[src/rtl/bnn_pkg.sv]
`default_nettype none
// ============================================================================
// Module      : bnn_pkg
// Description : Shared widths, pooling FSM state encoding and size helpers
//               for the binary max-pool stage.
// Revision    : 1.0 - initial release
// ============================================================================
package bnn_pkg;

    localparam int c_DATA_W = 16;
    localparam int c_ADDR_W = 12;

    typedef enum logic [2:0] {
        S_IDLE = 3'd0,
        S_RD_A = 3'd1,
        S_RD_B = 3'd2,
        S_POOL = 3'd3,
        S_DONE = 3'd4
    } pool_state_t;

    // Odd trailing rows and columns are dropped by flooring.
    function automatic int pair_count(input int num_rows);
        return num_rows / 2;
    endfunction

    function automatic int out_width(input int row_w);
        return row_w / 2;
    endfunction

    function automatic logic win_or(input logic [3:0] win);
        return |win;
    endfunction

    function automatic logic win_maj(input logic [3:0] win);
        return $countones(win) >= 2;
    endfunction

endpackage
`default_nettype wire

[src/rtl/bnn_maxpool_if.sv]
`default_nettype none
// ============================================================================
// Module      : bnn_maxpool_if
// Description : Run/busy handshake plus SRAM read/write port of the pool stage.
// Revision    : 1.0 - initial release
// ============================================================================
interface bnn_maxpool_if
    import bnn_pkg::*;
#(
    parameter int DATA_W = c_DATA_W,
    parameter int ADDR_W = c_ADDR_W
) ();

    logic              run;
    logic              busy;
    logic              done;
    logic [ADDR_W-1:0] dut_sram_read_address;
    logic [DATA_W-1:0] sram_dut_read_data;
    logic [ADDR_W-1:0] dut_sram_write_address;
    logic [DATA_W-1:0] dut_sram_write_data;
    logic              wr_enable;

    modport master (
        input  run,
        input  sram_dut_read_data,
        output busy,
        output done,
        output dut_sram_read_address,
        output dut_sram_write_address,
        output dut_sram_write_data,
        output wr_enable
    );

    modport slave (
        output run,
        output sram_dut_read_data,
        input  busy,
        input  done,
        input  dut_sram_read_address,
        input  dut_sram_write_address,
        input  dut_sram_write_data,
        input  wr_enable
    );

endinterface
`default_nettype wire

[src/rtl/bnn_pool_row.sv]
`default_nettype none
// ============================================================================
// Module      : bnn_pool_row
// Description : Combinational 2x2 stride-2 pooling of two binary rows.
//               BNN_POOL_AVG_EN selects 2-of-4 majority instead of OR.
// Revision    : 1.0 - initial release
// ============================================================================
module bnn_pool_row
    import bnn_pkg::*;
#(
    parameter int DATA_W = c_DATA_W,
    parameter int ROW_W  = 14
) (
    input  logic [DATA_W-1:0] row_a,
    input  logic [DATA_W-1:0] row_b,
    output logic [DATA_W-1:0] pooled
);

    localparam int c_OUT_W = out_width(ROW_W);

    always_comb begin
        pooled = '0;
        for (int j = 0; j < DATA_W / 2; j++) begin
            if (j < c_OUT_W) begin
`ifdef BNN_POOL_AVG_EN
                pooled[j] = win_maj({row_a[2*j+1], row_a[2*j], row_b[2*j+1], row_b[2*j]});
`else
                pooled[j] = win_or({row_a[2*j+1], row_a[2*j], row_b[2*j+1], row_b[2*j]});
`endif
            end
        end
    end

endmodule
`default_nettype wire

[src/rtl/bnn_maxpool.sv]
`default_nettype none
// ============================================================================
// Module      : bnn_maxpool
// Description : Reads row pairs from SRAM, pools them and writes one output
//               row per pair (3 cycles/row). Pool mode via BNN_POOL_AVG_EN.
// Revision    : 1.0 - initial release
// ============================================================================
module bnn_maxpool
    import bnn_pkg::*;
#(
    parameter int                DATA_W   = c_DATA_W,
    parameter int                ADDR_W   = c_ADDR_W,
    parameter int                ROW_W    = 14,
    parameter int                NUM_ROWS = 14,
    parameter logic [ADDR_W-1:0] SRC_BASE = '0,
    parameter logic [ADDR_W-1:0] DST_BASE = ADDR_W'('h100)
) (
    input  logic          clk,
    input  logic          reset,
    bnn_maxpool_if.master bus
);

    localparam int                c_NPAIR     = pair_count(NUM_ROWS);
    localparam logic [ADDR_W-1:0] c_LAST_PAIR = ADDR_W'(c_NPAIR - 1);

    pool_state_t       r_state, w_state_nxt;
    logic [ADDR_W-1:0] r_pair, w_pair_nxt;
    logic [DATA_W-1:0] r_row_a, w_row_a_nxt;
    logic [ADDR_W-1:0] r_rd_addr, w_rd_addr_nxt;
    logic [ADDR_W-1:0] r_wr_addr, w_wr_addr_nxt;
    logic [DATA_W-1:0] r_wr_data, w_wr_data_nxt;
    logic              r_wr_en, w_wr_en_nxt;
    logic [DATA_W-1:0] w_pooled;

    // Row B is consumed straight off the read bus in POOL, saving a cycle.
    bnn_pool_row #(
        .DATA_W (DATA_W),
        .ROW_W  (ROW_W)
    ) u_pool_row (
        .row_a  (r_row_a),
        .row_b  (bus.sram_dut_read_data),
        .pooled (w_pooled)
    );

    always_ff @(posedge clk or posedge reset) begin
        if (reset) begin
            r_state   <= S_IDLE;
            r_pair    <= '0;
            r_row_a   <= '0;
            r_rd_addr <= '0;
            r_wr_addr <= '0;
            r_wr_data <= '0;
            r_wr_en   <= 1'b0;
        end else begin
            r_state   <= w_state_nxt;
            r_pair    <= w_pair_nxt;
            r_row_a   <= w_row_a_nxt;
            r_rd_addr <= w_rd_addr_nxt;
            r_wr_addr <= w_wr_addr_nxt;
            r_wr_data <= w_wr_data_nxt;
            r_wr_en   <= w_wr_en_nxt;
        end
    end

    always_comb begin
        w_state_nxt   = r_state;
        w_pair_nxt    = r_pair;
        w_row_a_nxt   = r_row_a;
        w_rd_addr_nxt = r_rd_addr;
        w_wr_addr_nxt = r_wr_addr;
        w_wr_data_nxt = r_wr_data;
        w_wr_en_nxt   = 1'b0;
        case (r_state)
            S_IDLE: begin
                if (bus.run) begin
                    w_pair_nxt = '0;
                    if (c_NPAIR == 0) begin
                        w_state_nxt = S_DONE;
                    end else begin
                        w_state_nxt   = S_RD_A;
                        w_rd_addr_nxt = SRC_BASE;
                    end
                end
            end
            S_RD_A: begin
                w_state_nxt   = S_RD_B;
                w_rd_addr_nxt = r_rd_addr + ADDR_W'(1);
            end
            S_RD_B: begin
                w_row_a_nxt = bus.sram_dut_read_data;
                w_state_nxt = S_POOL;
            end
            S_POOL: begin
                w_wr_addr_nxt = DST_BASE + r_pair;
                w_wr_data_nxt = w_pooled;
                w_wr_en_nxt   = 1'b1;
                if (r_pair == c_LAST_PAIR) begin
                    w_state_nxt = S_DONE;
                end else begin
                    w_pair_nxt    = r_pair + ADDR_W'(1);
                    w_rd_addr_nxt = r_rd_addr + ADDR_W'(1);
                    w_state_nxt   = S_RD_A;
                end
            end
            S_DONE: begin
                w_state_nxt = S_IDLE;
            end
            default: begin
                w_state_nxt = S_IDLE;
            end
        endcase
    end

    assign bus.busy                   = (r_state != S_IDLE);
    assign bus.done                   = (r_state == S_DONE);
    assign bus.dut_sram_read_address  = r_rd_addr;
    assign bus.dut_sram_write_address = r_wr_addr;
    assign bus.dut_sram_write_data    = r_wr_data;
    assign bus.wr_enable              = r_wr_en;

endmodule
`default_nettype wire

[src/flat_wrapper.sv]
// flat-port wrapper written by rule: the top's interface ports become plain ports
module bnn_maxpool_flat import bnn_pkg::*;
#(
    parameter int                DATA_W   = c_DATA_W,
    parameter int                ADDR_W   = c_ADDR_W,
    parameter int                ROW_W    = 14,
    parameter int                NUM_ROWS = 14,
    parameter logic [ADDR_W-1:0] SRC_BASE = '0,
    parameter logic [ADDR_W-1:0] DST_BASE = ADDR_W'('h100)
)
  (clk, reset, bus_run, bus_sram_dut_read_data, bus_busy, bus_done, bus_dut_sram_read_address, bus_dut_sram_write_address, bus_dut_sram_write_data, bus_wr_enable);
  bnn_maxpool_if #(.DATA_W(DATA_W), .ADDR_W(ADDR_W)) bus_i ();
  input  logic clk;
  input  logic reset;
  input wire logic [$bits(bus_i.run)-1:0] bus_run;
  input wire logic [$bits(bus_i.sram_dut_read_data)-1:0] bus_sram_dut_read_data;
  output wire logic [$bits(bus_i.busy)-1:0] bus_busy;
  output wire logic [$bits(bus_i.done)-1:0] bus_done;
  output wire logic [$bits(bus_i.dut_sram_read_address)-1:0] bus_dut_sram_read_address;
  output wire logic [$bits(bus_i.dut_sram_write_address)-1:0] bus_dut_sram_write_address;
  output wire logic [$bits(bus_i.dut_sram_write_data)-1:0] bus_dut_sram_write_data;
  output wire logic [$bits(bus_i.wr_enable)-1:0] bus_wr_enable;
  assign bus_i.run = bus_run;
  assign bus_i.sram_dut_read_data = bus_sram_dut_read_data;
  assign bus_busy = bus_i.busy;
  assign bus_done = bus_i.done;
  assign bus_dut_sram_read_address = bus_i.dut_sram_read_address;
  assign bus_dut_sram_write_address = bus_i.dut_sram_write_address;
  assign bus_dut_sram_write_data = bus_i.dut_sram_write_data;
  assign bus_wr_enable = bus_i.wr_enable;
  bnn_maxpool #(.DATA_W(DATA_W), .ADDR_W(ADDR_W), .ROW_W(ROW_W), .NUM_ROWS(NUM_ROWS), .SRC_BASE(SRC_BASE), .DST_BASE(DST_BASE)) u_core (.clk(clk), .reset(reset), .bus(bus_i));
endmodule
[config.mk]
export PLATFORM = sky130hd
export DESIGN_NAME = bnn_maxpool_flat
export DESIGN_NICKNAME = d
export VERILOG_FILES = /design/src/rtl/bnn_pkg.sv /design/src/rtl/bnn_maxpool_if.sv /design/src/rtl/bnn_pool_row.sv /design/src/rtl/bnn_maxpool.sv /design/src/flat_wrapper.sv
export SDC_FILE = /design/constraint.sdc
export NUM_CORES = 1
export LEC_CHECK = 0
export CORE_UTILIZATION = 46
export DETAILED_ROUTE_END_ITERATION = 10
export PLACE_DENSITY = 0.76
export REMOVE_ABC_BUFFERS = 1
export SLEW_MARGIN = 20
export SYNTH_ARGS = -nofsm -noshare
export SYNTH_HDL_FRONTEND = slang
export SYNTH_SLANG_ARGS = --single-unit
[constraint.sdc]
create_clock -name clk -period 1.89 [get_ports clk]
set_input_delay 0.378 -clock clk [delete_from_list [all_inputs] [get_ports clk]]
set_output_delay 0.378 -clock clk [all_outputs]
set_load 0.05 [all_outputs]
==> out/metrics.cfg, run 1 <==
[logic_synthesis]
synth_seq_cells = 61
ys.warnings.count = 0
synth.avg_cell_area_um2 = 10.4
ys_seq_area_share_pct = 49.5
synth_edf_count = 0
synth_flop_cell = dfrtp_1
yosys.area.top_type_share_pct = 49.5
synth_area_mm2 = 0.00309
yosysMostFrequentCell = dfrtp_1
syn_inst = 298
synth.distinct_cells = 54
yosys-top-cells-area = dfrtp_1, nand2_1, mux2_2
synth_top_cell_by_area = dfrtp_1
synth_commonest_cells = dfrtp_1, nand2_1, o21ai_0
synth-async-reset-ratio_pct = 100

[timing]
worst_pin_slew_ns = 0.497
slew_headroom_pct = 66.8
fmax_ghz = 0.540
fin_skew_ns = 0.0118
fin_crit_ns = 1.85
hold_viol_final = 0
setup_violations = 0
fin_tns_setup_ns = 0
min_period_over_period_pct = 98.0
maxSlewViolCount = 0

[power]
leakage_uw = 0.00188
p_seq_share_pct = 46.5
power_switching_uw = 1060
internal_power_uw = 2130
pwr-share-comb_pct = 21.7
pwr_density_cell_mw_per_mm2 = 800
switching_share_pct = 33.2
pwr-share-clk_pct = 31.8
ir_drop_mv = 0.536

[run]
maxCapViolCount = 0

[worst_setup_path]
cp-end-kind = primary output
cp_num_buf_inv = 1
crit_type = register to primary output
regToRegSetupSlack_ns = 0.05
cpPeakStageDelay_ns = 0.80
arrival_ns = 1.47
cp_max_fo = 1
crit_chain = clkdlybuf4s50_1
worstSetupStartpointType = register
cp.required_ns = 1.51
cp_top_family = buffers and inverters
slowest_stage = clkdlybuf4s50_1

[place]
portBuffers = 50
hpwl_mm = 4.62
gp_congestion = 0.797
place_area_mm2 = 0.00376

[status]
status = finished, violations left
violations = DRC

[cells_and_area]
nets = 400
synthToLayoutAreaGrowth_pct = 29.1
drive_above_1_share_pct = 27.8
diodes = 0
final_cell_area_mm2 = 0.00399

[global_route]
antenna_found_initial = 0
grtUsageTotal_pct = 20.5
grt_first_pass_wirelength_mm = 11.4
grt_overflow = 0
grt_busiest_layer = met2
grt_pass1_vias = 2422
use_met2_pct = 32.3
use_met1_pct = 27.5
grt_max_degree = 26
grtUsageMet3_pct = 3.76

[die]
die_h_um = 83.9
initial_utilization_pct = 48.1
pin_count = 62
core_mm2 = 0.00642
row_count = 29
design.die.area_mm2 = 0.00704
die_w_um = 83.9

[clocking]
cts_hold_buf = 0
cts_max_path_buffers = 2
cts_setup_buffers = 0
insertion_delay_ns = 0.35
htree_num_levels = 3
clkSinkCount = 61
numCtsBuffers = 9
path_clk_slew_ns = 0.07
cts_tree = done
root_buffer = clkbuf_8

[drt]
wire_per_inst_um = 14.7
vias_per_cell = 5.50
drc = 8
first_pass_iters = 8
postRouteAntennaNets = 0
drt_iter0_markers = 177
num_vias = 2517
totalWireLength_mm = 6.72

[worst_hold_path]
hold_path.class = primary input to async pin

kinds of logic (layout without fill, tap and decap cells):
group	Yosys count	after routing	share of synthesized area, %
XOR/XNOR	3	3	0.851
multiplexers	18	18	6.45
AND/OR/NAND/NOR	120	120	21.0
other	1	9	0.121
AO/OA/AOI/OAI	60	60	13.2
buffers and inverters	30	105	6.89
adder cells (fa/ha/maj)	5	5	2.03
flip-flops	61	61	49.5
stage by stage:
| stage | instances | hold WS, ns | power (uW) | setup slack (ns) | utilization (%) |
|---|---|---|---|---|---|
| after global placement | 441 | 0.465 | 2170 | -0.0560 | 58.6 |
| final | 458 | 0.295 | 3190 | 0.0375 | 62.0 |
| after global routing | 458 | 0.312 | 3340 | -0.00722 | 62.0 |
| after floorplan | 283 | 0.481 | 1930 | -0.849 | - |
| after CTS | 457 | 0.297 | 3210 | 0.00228 | 61.6 |
| after detailed placement | 441 | 0.464 | 2190 | -0.0721 | 58.6 |
path summary, 6_finish.rpt:
kind,depth (start not counted),end,from
worst max-delay path,1,bus_wr_enable,u_core.bus.wr_enable
worst min-delay path,2,u_core.bus.dut_sram_read_address[10],reset
worst max register to register,7,u_core.bus.dut_sram_read_address[6],u_core.r_pair[0]
worst min register to register,2,u_core.bus.dut_sram_write_address[1],u_core.bus.dut_sram_write_address[1]
max in group asynchronous,3,u_core.bus.dut_sram_write_address[9],reset
min in group clk,2,u_core.bus.dut_sram_write_address[1],u_core.bus.dut_sram_write_address[1]
power groups by stage:
stage                     clock (uW)  sequential (uW)  combinational [uW]
after floorplan                    0             1710                 222
after global routing            1100             1490                 744
final                           1020             1480                 691
after detailed placement           0             1500                 688
after global placement             0             1500                 676
after CTS                       1040             1480                 691
metal layers:
layer,vias up,wire length (um)
li1,1230,-
met1,1212,3100
met3,11,320
met4,0,106
met5,-,0
met2,64,3190
sequential cells by signal, indices dropped and copies added, names as in the netlist:
signal                             cells
u_core.bus.dut_sram_read_address      12
u_core.bus.dut_sram_write_address     12
u_core.bus.dut_sram_write_data         7
u_core.bus.wr_enable                   1
u_core.r_pair                         12
u_core.r_row_a                        14
u_core.r_state                         3
cell type report:
| type | instances | area, um2 |
|---|---|---|
| fill | 549 | 2440 |
| sequential | 61 | 1530 |
| multi-input combinational | 215 | 1420 |
| timing repair buffer | 82 | 738 |
| clock buffer | 9 | 124 |
| tap | 77 | 96.3 |
| clock inverter | 7 | 50.0 |
| inverter | 7 | 26.3 |
cells in the final DEF (no fill, tap or decap), types with 6 or more instances in the layout:
| master | netlist | layout |
|---|---|---|
| nand2_1 | 52 | 52 |
| mux2_2 | 15 | 15 |
| clkdlybuf4s50_1 | 0 | 17 |
| and3_1 | 9 | 9 |
| dlygate4sd2_1 | 0 | 6 |
| nand3_1 | 6 | 6 |
| buf_4 | 9 | 50 |
| a31oi_1 | 7 | 6 |
| nor4_1 | 10 | 10 |
| clkbuf_8 | 4 | 9 |
| nor3_1 | 9 | 8 |
| inv_1 | 7 | 6 |
| o31ai_1 | 6 | 6 |
| a211o_1 | 8 | 8 |
| o21ai_0 | 20 | 20 |
| conb_1 | 1 | 9 |
| dfrtp_1 | 61 | 61 |
timing repair:
| action | 4_1_cts | 5_1_grt |
|---|---|---|
| resized for setup | 10 | 6 |
| cloned | 0 | 1 |
| endpoints found under the hold margin | 0 | 0 |
| endpoints found under the setup margin | 13 | 16 |
| pin swaps | 0 | 3 |
Power figures use the tool's default switching activity.
==> inputs of run 2 (changes only) <==
- CORE_ASPECT_RATIO: unset -> 0.9
- CORE_UTILIZATION: 46 -> 51
- CTS_CLUSTER_SIZE: unset -> 16
- PLACE_DENSITY: 0.76 -> 0.8
- clock period: 1.89 -> 1.9 ns (I/O delays scaled with it)
==> out/metrics.cfg, run 2 (synthesis results as in run 1) <==
[status]
status = finished, violations left
violations = DRC

[power]
pwr_density_cell_mw_per_mm2 = 872  ; +9.0%
switching_share_pct = 31.3  ; -1.9 points
pwr-share-comb_pct = 19.3  ; -2.4 points
power_switching_uw = 1090  ; +2.7%
ir_drop_mv = 0.685  ; +28%
pwr-share-clk_pct = 38.1  ; +6.3 points
p_seq_share_pct = 42.6  ; -3.9 points
leakage_uw = 0.00189  ; +0.91%
power_uw = 3480  ; +9.1%
internal_power_uw = 2390  ; +12%

[timing]
maxSlewViolCount = 0  ; unchanged
rsz0062_at_grt = no
fmax_ghz = 0.551
fin_crit_ns = 1.81
slew_headroom_pct = 66.4  ; -0.40 points
hold_viol_final = 0  ; unchanged
min_period_over_period_pct = 95.5
setup_violations = 0  ; unchanged
fin_skew_ns = 0.0137  ; +0.00190 ns
worst_pin_slew_ns = 0.503  ; +0.00670 ns

[global_route]
grtUsageTotal_pct = 22.6  ; +2.1 points
grt_first_pass_wirelength_mm = 10.8  ; -5.8%
grt_pass1_vias = 2281  ; -5.8%
grt_overflow = 0  ; unchanged
antenna_found_initial = 0  ; unchanged
grt_max_degree = 62  ; +140%

[worst_setup_path]
r2r_cells = 8  ; +1
crit_type = register to primary output
arrival_ns = 1.43  ; -0.04 ns
reg2reg_to = u_core.r_pair[10]
r2r-start = u_core.r_pair[0]
cp-end-kind = primary output
crit_end = bus_busy
cp_max_fo = 5  ; +4
cp.required_ns = 1.52  ; about the same
worstSetupStartpointType = register
crit_start = u_core.r_state[2]
regToRegSetupSlack_ns = 0.09  ; +0.04 ns

[place]
gp_congestion = 0.834  ; +4.7%
hpwl_mm = 4.57  ; -1.2%
place_area_mm2 = 0.00370  ; -1.8%
placed_cells = 428  ; -2.9%
portBuffers = 50  ; unchanged

[clocking]
cts_max_path_buffers = 2  ; unchanged
cts_tree = done
numCtsBuffers = 9  ; unchanged
insertion_delay_ns = 0.36  ; about the same
root_buffer = clkbuf_8
cts_hold_buf = 0  ; unchanged
htree_num_levels = 3  ; unchanged
cts_setup_buffers = 0  ; unchanged
path_clk_slew_ns = 0.08  ; about the same
clkSinkCount = 61  ; unchanged

[cells_and_area]
synthToLayoutAreaGrowth_pct = 29.3
largest_reg_flops = 14  ; unchanged
final_cells = 445  ; -2.8%
drive_above_1_share_pct = 26.4  ; -1.4 points
nets = 394  ; -1.5%
postLayoutCoreUtil_pct = 69.3  ; +7.2 points
largest_register = u_core.r_row_a
fillers = 435  ; -21%
diodes = 0  ; unchanged
final_common_cell = dfrtp_1
layout_common_cells = dfrtp_1, nand2_1, buf_4, o21ai_0, clkdlybuf4s50_1
final_cell_area_mm2 = 0.00399  ; +0.13%

[drt]
num_vias = 2541  ; +0.95%
drt_iter0_markers = 193  ; +9.0%
drc = 4  ; -4
totalWireLength_mm = 6.81  ; +1.4%
wire_per_inst_um = 15.3  ; +4.3%
vias_per_cell = 5.71  ; +3.9%
postRouteAntennaNets = 0  ; unchanged
first_pass_iters = 7  ; -1

[die]
die_h_um = 75.8  ; -9.7%
design.die.area_mm2 = 0.00637  ; -9.6%
core_mm2 = 0.00576  ; -10%
pin_count = 62  ; unchanged
row_count = 26  ; -10%
die_w_um = 84.0  ; +0.11%
initial_utilization_pct = 53.6  ; +5.5 points

[run]
maxCapViolCount = 0  ; unchanged

[worst_hold_path]
hold_path.class = primary input to async pin

-- run 2: area by class of cell --
class	instances	area (um2)	area share [%]
clock buffer	9	124	3.10
clock inverter	7	104	2.60
inverter	7	26.3	0.659
multi-input combinational	216	1450	36.4
sequential	61	1530	38.3
tap	70	87.6	2.20
timing repair buffer	75	671	16.8
-- run 2: worst min-delay path by stage --
stage	slack [ns]	endpoint	cells past startpoint	startpoint
final	0.40	u_core.bus.dut_sram_read_address[2]	3	reset
after global routing	0.42	u_core.r_row_a[7]	3	reset
after CTS	0.42	u_core.r_row_a[3]	3	reset
after detailed placement	0.47	u_core.bus.dut_sram_write_address[5]	2	u_core.bus.dut_sram_write_address[5]
after global placement	0.46	u_core.bus.dut_sram_write_address[5]	2	u_core.bus.dut_sram_write_address[5]
after floorplan	0.48	u_core.r_row_a[0]	1	u_core.r_row_a[0]
-- run 2: power groups by stage --
stage / Clock [uW] / Combinational (uW) / Sequential (uW)
after detailed placement: 0 / 669 / 1500
final: 1330 / 672 / 1480
after global routing: 1420 / 722 / 1500
after floorplan: 0 / 221 / 1700
after CTS: 1360 / 670 / 1480
after global placement: 0 / 657 / 1490
-- run 2: stage by stage --
stage / setup TNS (ns) / hold WS (ns) / worst slack, ns
after floorplan: -11.27 / 0.481 / -0.839
after global placement: -0.00947 / 0.459 / -0.00498
after detailed placement: -0.256 / 0.467 / -0.0713
after CTS: 0 / 0.417 / 0.00168
after global routing: 0 / 0.425 / 0.0187
final: 0 / 0.396 / 0.0864
-- run 2: critical path, stage by stage, from the launching register on --
cell	delay (ns)
dfrtp_1	0.43
or3_4	0.44
buf_4	0.20
-- run 2: per-layer routing --
metal	part of all wire [%]	track usage, %	vias up
met1	46	27.9	1234
li1	-	-	1220
met5	0	0	-
met4	1.9	9.39	0
met2	48	37.1	77
met3	4.4	8.02	10
-- run 2: what timing repair did --
item | 4_1_cts | 5_1_grt
resized for setup | 8 | 9
endpoints found under the setup margin | 12 | 18
gates cloned | 0 | 1
pin swaps | 0 | 1
hold endpoints to repair | 0 | 0
==> inputs of run 3 (changes only) <==
- CORE_UTILIZATION: 51 -> 55
- PLACE_DENSITY: 0.8 -> 0.85
- clock period: 1.9 -> 2.1 ns (I/O delays scaled with it)
==> out/metrics.cfg, run 3 (synthesis results as in run 1) <==
[global_route]
grt_pass1_vias = 2396  ; +5.0%
grt_overflow = 0  ; unchanged
antenna_found_initial = 0  ; unchanged
grtUsageTotal_pct = 25.3  ; +2.7 points
grt_first_pass_wirelength_mm = 11.1  ; +2.9%
grt_max_degree = 24  ; -61%

[cells_and_area]
final_cells = 440  ; -1.1%
final_cell_area_mm2 = 0.00394  ; -1.3%
diodes = 0  ; unchanged
largest_register = u_core.r_row_a
postLayoutCoreUtil_pct = 74.1  ; +4.8 points
largest_reg_flops = 14  ; unchanged
nets = 392  ; -0.51%
synthToLayoutAreaGrowth_pct = 27.6
final_common_cell = dfrtp_1
drive_above_1_share_pct = 18.5  ; -7.9 points
layout_common_cells = dfrtp_1, nand2_1, clkdlybuf4s50_1, buf_4, o21ai_0

[clocking]
cts_hold_buf = 0  ; unchanged
htree_num_levels = 3  ; unchanged
numCtsBuffers = 9  ; unchanged
path_clk_slew_ns = 0.07  ; about the same
clkSinkCount = 61  ; unchanged
insertion_delay_ns = 0.35  ; about the same
root_buffer = clkbuf_8
cts_tree = done
cts_max_path_buffers = 2  ; unchanged

[worst_setup_path]
arrival_ns = 1.59  ; +0.16 ns
cp_num_buf_inv = 1  ; unchanged
cp-end-kind = primary output
cp.required_ns = 1.68  ; +0.16 ns
cp_top_family = buffers and inverters
worstSetupStartpointType = register
r2r_cells = 7  ; -1
r2r-start = u_core.r_pair[0]
regToRegSetupSlack_ns = 0.16  ; +0.07 ns
reg2reg_to = u_core.bus.dut_sram_read_address[8]
cpPeakStageDelay_ns = 0.83  ; +0.39 ns
crit_chain = clkdlybuf4s50_1
crit_type = register to primary output
cp_max_fo = 6  ; +1
slowest_stage = clkdlybuf4s50_1

[run]
maxCapViolCount = 0  ; unchanged

[die]
core_mm2 = 0.00532  ; -7.6%
die_w_um = 81.0  ; -3.6%
die_h_um = 73.1  ; -3.6%
design.die.area_mm2 = 0.00592  ; -7.1%
pin_count = 62  ; unchanged
row_count = 25  ; -3.8%
initial_utilization_pct = 58.0  ; +4.4 points

[worst_hold_path]
hold_path.class = primary input to async pin

[power]
leakage_uw = 0.00190  ; +0.29%
pwr_density_cell_mw_per_mm2 = 758  ; -13%
ir_drop_mv = 0.770  ; +12%

[timing]
setup_violations = 0  ; unchanged
worst_pin_slew_ns = 0.534  ; +0.0309 ns
slew_headroom_pct = 64.3  ; -2.1 points
rsz0062_at_grt = no
fin_skew_ns = 0.00778  ; -0.00594 ns
fin_crit_ns = 2.01
hold_viol_final = 0  ; unchanged
layout_setup_ws_ns = 0.0856  ; -0.000804 ns
maxSlewViolCount = 0  ; unchanged
min_period_over_period_pct = 95.9
fmax_ghz = 0.496

[place]
portBuffers = 50  ; unchanged
gp_congestion = 0.810  ; -2.9%
hpwl_mm = 4.63  ; +1.4%
placed_cells = 420  ; -1.9%
preCtsSetupSlack_ns = 0.000743  ; +0.0721 ns
place_area_mm2 = 0.00369  ; -0.17%

[drt]
drc = 0  ; -4
drt_iter0_markers = 208  ; +7.8%
vias_per_cell = 5.79  ; +1.4%
num_vias = 2548  ; +0.28%
postRouteAntennaNets = 0  ; unchanged
totalWireLength_mm = 6.75  ; -0.88%
first_pass_iters = 4  ; -3
wire_per_inst_um = 15.3  ; +0.25%

[status]
status = completed

[run 3: metal layers]
layer / routed length, um / part of all wire (%) / track usage, % / vias up
met5: 0 / 0 / 0 / -
met4: 65 / 0.96 / 9.52 / 0
met3: 489 / 7.2 / 9.38 / 6
met2: 3310 / 49 / 38.8 / 109
met1: 2880 / 43 / 32.7 / 1218
li1: - / - / - / 1215
[run 3: worst max path at each step]
stage / to / start / slack, ns / cells after the start
after floorplan: u_core.r_pair[4] / u_core.r_state[1] / -0.64 / 5
after global placement: u_core.r_pair[1] / u_core.r_state[2] / 0.12 / 4
after detailed placement: u_core.r_pair[1] / u_core.r_state[2] / 0.0007 / 4
after CTS: bus_dut_sram_read_address[4] / u_core.bus.dut_sram_read_address[4] / 0.004 / 1
after global routing: bus_dut_sram_read_address[10] / u_core.bus.dut_sram_read_address[10] / 0.03 / 1
final: bus_dut_sram_read_address[10] / u_core.bus.dut_sram_read_address[10] / 0.09 / 1
[run 3: final cells by class]
class,instances,area (um2)
sequential,61,1530
multi-input combinational,215,1400
fill,391,1380
timing repair buffer,74,714
clock buffer,10,128
tap,67,83.8
clock inverter,6,63.8
inverter,7,26.3
[run 3: metrics by stage]
step | setup TNS, ns | power [uW] | hold WS [ns]
2_1_floorplan | -5.65 | 1740 | 0.481
3_3_place_gp | 0 | 1960 | 0.461
3_5_place_dp | 0 | 1980 | 0.461
4_1_cts | 0 | 3000 | 0.405
5_1_grt | 0 | 3110 | 0.428
6_report | 0 | 2990 | 0.400
[run 3: where the power goes]
group	internal (uW)	switching, uW	total, uW	leakage [uW]
Combinational	226	398	624	0.00112
Sequential	1270	72.3	1340	0.000690
Clock	545	475	1020	0.0000923
Total	2040	945	2990	0.00190
[run 3: what timing repair did]
item | CTS | global route
setup buffers | 0 | 4
endpoints found under the setup margin | 2 | 18
gates resized for setup | 1 | 8
pin swaps | 1 | 1
